<file path="config.mk">
export PLATFORM = sky130hd
export DESIGN_NAME = load_store_unit
export DESIGN_NICKNAME = d
export VERILOG_FILES = /design/src/rtl/load_store_unit.sv
export SDC_FILE = /design/constraint.sdc
export NUM_CORES = 1
export LEC_CHECK = 0
export CORE_MARGIN = 2
export CORE_UTILIZATION = 35
export DETAILED_ROUTE_END_ITERATION = 10
export HOLD_SLACK_MARGIN = 0.06
export PLACE_DENSITY = 0.85
export REMOVE_ABC_BUFFERS = 1
export SKIP_LAST_GASP = 1
export SLEW_MARGIN = 0
export SYNTH_ARGS = -nofsm -noshare
export SYNTH_HDL_FRONTEND = slang
export SYNTH_SLANG_ARGS = --single-unit
export TNS_END_PERCENT = 30
</file>
<file path="constraint.sdc">
create_clock -name CLK -period 3.4 [get_ports CLK]
set_input_delay 0.51 -clock CLK [delete_from_list [all_inputs] [get_ports CLK]]
set_output_delay 0.51 -clock CLK [all_outputs]
set_load 0.05 [all_outputs]
</file>
<file path="src/rtl/load_store_unit.sv">
// Purpose: RV32I byte-addressed loads/stores onto word-indexed DATA_MEMORY, with extension, fault detection and a sticky first-fault latch.
// Latency: loads and SW take 1 cycle; SB/SH take 2 cycles (read + merge, then write).
// Backpressure: STALL is high only in the SB/SH read cycle; the pipeline holds REQ_* stable while it is high.
module load_store_unit (
    input  logic        CLK,
    input  logic        RST,
    input  logic [31:0] REQ_ADDRESS,
    input  logic [2:0]  REQ_FUNCT3,
    input  logic        REQ_MemRead,
    input  logic        REQ_MemWrite,
    input  logic [31:0] REQ_WRITE_DATA,
    output logic        STALL,
    output logic [31:0] LOAD_DATA,
    output logic        ACCESS_FAULT,
    output logic        FAULT_LATCHED,
    output logic [31:0] FAULT_ADDRESS,
    output logic [31:0] DMEM_ADDRESS,
    output logic [31:0] DMEM_WRITE_DATA,
    output logic        DMEM_MemRead,
    output logic        DMEM_MemWrite,
    input  logic [31:0] DMEM_READ_DATA,
    input  logic        DMEM_SEGMENTATION_FAULT
);

    typedef enum logic {IDLE, RMW_WRITE} state_t;

    state_t      state, next_state;
    logic [31:0] merge, merge_nxt;

    logic [1:0]  lane;
    logic        is_store, is_load;
    logic        misaligned, illegal, bad_req;
    logic [4:0]  byte_sh, half_sh;
    logic [31:0] byte_shifted, half_shifted;
    logic [7:0]  byte_val;
    logic [15:0] half_val;
    logic [31:0] ext_data, merged;

    assign lane         = REQ_ADDRESS[1:0];
    // A simultaneous read+write request is treated as a store.
    assign is_store     = REQ_MemWrite;
    assign is_load      = REQ_MemRead & ~REQ_MemWrite;
    assign DMEM_ADDRESS = {2'b00, REQ_ADDRESS[31:2]};

    always_comb begin
        misaligned = 1'b0;
        case (REQ_FUNCT3[1:0])
            2'b01:   misaligned = lane[0];
            2'b10:   misaligned = (lane != 2'b00);
            default: misaligned = 1'b0;
        endcase
    end

    always_comb begin
        illegal = 1'b0;
        if (is_store)
            illegal = (REQ_FUNCT3 != 3'b000) && (REQ_FUNCT3 != 3'b001) && (REQ_FUNCT3 != 3'b010);
        else if (is_load)
            illegal = (REQ_FUNCT3 == 3'b011) || (REQ_FUNCT3 == 3'b110) || (REQ_FUNCT3 == 3'b111);
    end

    assign bad_req = (is_store | is_load) & (misaligned | illegal);

    assign byte_sh      = {lane, 3'b000};
    assign half_sh      = {lane[1], 4'b0000};
    assign byte_shifted = DMEM_READ_DATA >> byte_sh;
    assign half_shifted = DMEM_READ_DATA >> half_sh;
    assign byte_val     = byte_shifted[7:0];
    assign half_val     = half_shifted[15:0];

    always_comb begin
        ext_data = 32'h0;
        case (REQ_FUNCT3)
            3'b000:  ext_data = {{24{byte_val[7]}}, byte_val};
            3'b001:  ext_data = {{16{half_val[15]}}, half_val};
            3'b010:  ext_data = DMEM_READ_DATA;
            3'b100:  ext_data = {24'h0, byte_val};
            3'b101:  ext_data = {16'h0, half_val};
            default: ext_data = 32'h0;
        endcase
    end

    always_comb begin
        if (REQ_FUNCT3[0])
            merged = (DMEM_READ_DATA & ~(32'h0000_FFFF << half_sh))
                   | ({16'h0, REQ_WRITE_DATA[15:0]} << half_sh);
        else
            merged = (DMEM_READ_DATA & ~(32'h0000_00FF << byte_sh))
                   | ({24'h0, REQ_WRITE_DATA[7:0]} << byte_sh);
    end

    always_comb begin
        next_state      = state;
        merge_nxt       = merge;
        DMEM_MemRead    = 1'b0;
        DMEM_MemWrite   = 1'b0;
        DMEM_WRITE_DATA = 32'h0;
        STALL           = 1'b0;
        ACCESS_FAULT    = bad_req;
        LOAD_DATA       = 32'h0;
        case (state)
            IDLE: begin
                if (bad_req) begin
                    ACCESS_FAULT = 1'b1;
                end else if (is_store) begin
                    if (REQ_FUNCT3 == 3'b010) begin
                        DMEM_MemWrite   = 1'b1;
                        DMEM_WRITE_DATA = REQ_WRITE_DATA;
                        ACCESS_FAULT    = DMEM_SEGMENTATION_FAULT;
                    end else begin
                        DMEM_MemRead = 1'b1;
                        // An out-of-range read aborts the RMW before any write.
                        if (DMEM_SEGMENTATION_FAULT) begin
                            ACCESS_FAULT = 1'b1;
                        end else begin
                            STALL      = 1'b1;
                            merge_nxt  = merged;
                            next_state = RMW_WRITE;
                        end
                    end
                end else if (is_load) begin
                    DMEM_MemRead = 1'b1;
                    if (DMEM_SEGMENTATION_FAULT)
                        ACCESS_FAULT = 1'b1;
                    else
                        LOAD_DATA = ext_data;
                end
            end
            RMW_WRITE: begin
                DMEM_MemWrite   = 1'b1;
                DMEM_WRITE_DATA = merge;
                ACCESS_FAULT    = bad_req | DMEM_SEGMENTATION_FAULT;
                next_state      = IDLE;
            end
            default: next_state = IDLE;
        endcase
    end

    always_ff @(posedge CLK) begin
        if (RST) begin
            state         <= IDLE;
            merge         <= 32'h0;
            FAULT_LATCHED <= 1'b0;
            FAULT_ADDRESS <= 32'h0;
        end else begin
            state <= next_state;
            merge <= merge_nxt;
            if (ACCESS_FAULT && !FAULT_LATCHED) begin
                FAULT_LATCHED <= 1'b1;
                FAULT_ADDRESS <= REQ_ADDRESS;
            end
        end
    end

endmodule

</file>
==> results of run 1 <==
## what timing repair did
item | 4_1_cts | 5_1_grt
buffers inserted | 0 | 0
cloned | 0 | 0
setup endpoints to repair | 14 | 44
hold buffers | 0 | 0
gates resized for setup | 3 | 2
## where the power goes
part | internal, mW | total (mW) | leakage [nW] | switching, mW
combinational | 0.382 | 0.906 | 2.27 | 0.525
clock | 0.652 | 0.965 | 0.151 | 0.313
sequential | 0.827 | 0.855 | 0.540 | 0.0281
total | 1.86 | 2.73 | 2.97 | 0.866
## stage by stage
step	hold slack (ns)	power, mW	setup slack, ns	cells	util, %
floorplan	0.461	1.27	-0.939	418	-
global placement	0.475	1.74	0.0899	824	62.2
detailed placement	0.484	1.77	-0.0230	824	62.2
CTS	0.497	2.74	-0.00256	838	65.0
global route	0.508	2.82	-0.0512	838	65.0
finish	0.490	2.73	0.0510	838	65.0
## path summary, 6_finish.rpt
kind | startpoint | end | slack (ns) | cells past startpoint
hold / removal | FAULT_ADDRESS[0] | FAULT_ADDRESS[0] | 0.49 | 2
setup reg to reg | state | merge[24] | 1.18 | 6
setup / recovery | REQ_FUNCT3[0] | DMEM_WRITE_DATA[8] | 0.05 | 10
hold reg to reg | FAULT_ADDRESS[0] | FAULT_ADDRESS[0] | 0.49 | 2
## cell families (layout without fill, tap and decap cells)
logic type	Yosys count	after routing	synth area share (%)
multiplexers	57	57	13.8
AO/OA/AOI/OAI	147	147	27.8
other	1	2	0.0907
flip-flops	66	66	31.9
AND/OR/NAND/NOR	130	130	13.2
buffers and inverters	86	289	11.9
adder cells (fa/ha/maj)	4	4	1.21
## metal layers
layer | routed length, µm | share of wire (%) | vias up | global-route usage [%]
li1 | - | - | 2153 | -
met1 | 6200 | 37 | 2231 | 29.7
met2 | 8560 | 51 | 274 | 44.6
met3 | 1320 | 7.9 | 65 | 4.98
met4 | 704 | 4.2 | 0 | 11.1
met5 | 0 | 0 | - | 0
## layout by cell type, fill, tap and decap left out, drive strengths merged, types with 4 or more instances in the layout
cell	count
nand2	37
dfxtp	66
clkbuf	11
a311oi	8
buf	98
a21oi	30
nor2	77
a222oi	7
a22o	49
o21ai	19
clkdlybuf4s50	165
mux2i	57
o2bb2ai	8
a22oi	7
a211oi	8
inv	11
ha	4
## synthesized netlist by cell type (8+ instances only)
library cell / number
a211oi_1: 8
a21oi_1: 20
a21oi_2: 10
a22o_1: 49
a311oi_1: 8
buf_2: 13
buf_4: 36
clkbuf_1: 22
dfxtp_1: 66
inv_1: 11
mux2i_1: 57
nand2_1: 36
nor2_1: 77
o21ai_0: 18
o2bb2ai_1: 8
## layout make-up
type / instances / share of cell area, %
Clock buffer: 11 / 3.25
Sequential cell: 66 / 17.7
Clock inverter: 3 / 0.872
Inverter: 12 / 0.604
Timing Repair Buffer: 263 / 43.5
Multi-Input combinational cell: 340 / 31.6
Tap cell: 143 / 2.40
## worst min-delay path: cells and delay by family, from the launching register on
family           cells  cell delay, ns
flip-flops           1            0.32
AND/OR/NAND/NOR      1            0.07
multiplexers         1            0.07
## state kept, by name, indices dropped and copies added, names as in the netlist
signal / flops
FAULT_ADDRESS: 32
merge: 32
FAULT_LATCHED: 1
state: 1
==> metrics.txt, run 1 <==
status=completed; Clock transition at path regs=0.05 ns; fmax=between 0.2 and 0.3 GHz; cell area after synthesis=4140 µm²; total track usage=about a quarter; DR WL/cell=~20 µm; Worst setup EP type=output pin; CP Cell Sequence=clkdlybuf4s50_1, inv_1, ha_2, buf_4, nor2b_2, nand2_1, nor3_4, buf_12, a22o_1, buf_12; slowest stage cell on the critical path=clkdlybuf4s50_1; Rel. slew slack=between 30 and 40%; critical path's largest stage delay=0.45 ns; Final Critical Period=around 3.3 ns; DRT iter0 DRCs=467; Vias=4723; share of the synthesized area in the top cell type=about a third; power density over the cells=approximately 370 nW/µm²; launching element type of the critical path=input port; # DRC=0; CP top delay family=buffers and inverters; Post-DP Area=7140 µm²; H-tree Lvls=3; P_leak=around 3.0 nW; clock root buffer=clkbuf_16; most numerous cell on the critical path=buf_12; vias in the first global route=approximately 4700; overall routed net length=16.8 mm; Die Span X=about 110 µm; Initial Util=a little over a third; CTS Sinks=66; GRT overflow=0; largest net degree at the start of global routing=46; Die Span Y=around 110 µm; max-cap violation count=0; antenna violations before repair=0; vias per inst=between 5 and 6; Sum Neg Setup Slack=0 ns; EDFF count, synth=0; Syn-to-layout area delta=80.3%; Worst Path Class, Setup=in -> out; Fillers=roughly 890; cell area after layout=between 7000 and 8000 µm²; DRT Pass-1 Iters=9; biggest area consumer among synthesized cells=dfxtp_1; RSZ-0062 raised after global routing=yes; Worst-Skew Late Latency=0.32 ns; Ant. Diodes=0; ys async rst share=0%; Worst Path Arrival=between 2 and 3 ns; Min-Delay Path Class=reg -> reg; Final ANT Viol Nets=0; worst path bufs/invs=5; critical-path maximum fanout=24; Synth Area per Inst=8.42 µm²; YS warnings=0; Reg area=between 1000 and 1500 µm²; Final period util=a little over nine tenths; Mapped Cells=491; core area=approximately 11000 µm²; die area=between 10000 and 15000 µm²; RePlAce Congestion=between 0.9 and 1; nets@finish=800; # rows=39; sequential element share of the synthesized area=between 30% and 40%; Pins Over Slew Limit=0; Peak VDD IR=~0.00028 V; Synth Register Bits=66; layout cells sized above 1=between 10% and 20%; TritonCTS clock tree=yes; # IOs=237; Multi-input gate area=2360 µm²; predominant post-synthesis flop cell=dfxtp_1; clk buf depth=2; first-pass GRT wire length=~25 mm; WP data required=about 2.9 ns; CTS Buf Count=9; final hold viol count=0; Setup-failing EPs final=0; post-DP HPWL=12.8 mm; Setup Skew=about 0.0037 ns; unique cell type count in the Yosys netlist=44; Slew @ Worst Pin=0.981 ns; Buffers on Ports=about 230; Synth area leaders=dfxtp_1 (32%), mux2i_1 (14%), a22o_1 (10%), nor2_1 (7.0%), buf_4 (6.5%)
Power figures use the tool's default switching activity.
==> run 2: changes to the inputs <==
--- a/config.mk
+++ b/config.mk
@@ -5,8 +5,10 @@
 export SDC_FILE = /design/constraint.sdc
 export NUM_CORES = 1
 export LEC_CHECK = 0
+export ABC_CLOCK_PERIOD_IN_PS = 3400
 export CORE_MARGIN = 2
 export CORE_UTILIZATION = 35
+export CTS_CLUSTER_DIAMETER = 60
 export DETAILED_ROUTE_END_ITERATION = 10
 export HOLD_SLACK_MARGIN = 0.06
 export PLACE_DENSITY = 0.85
==> results of run 2 <==
The final DEF is identical to that of run 1; final timing and power are the same.
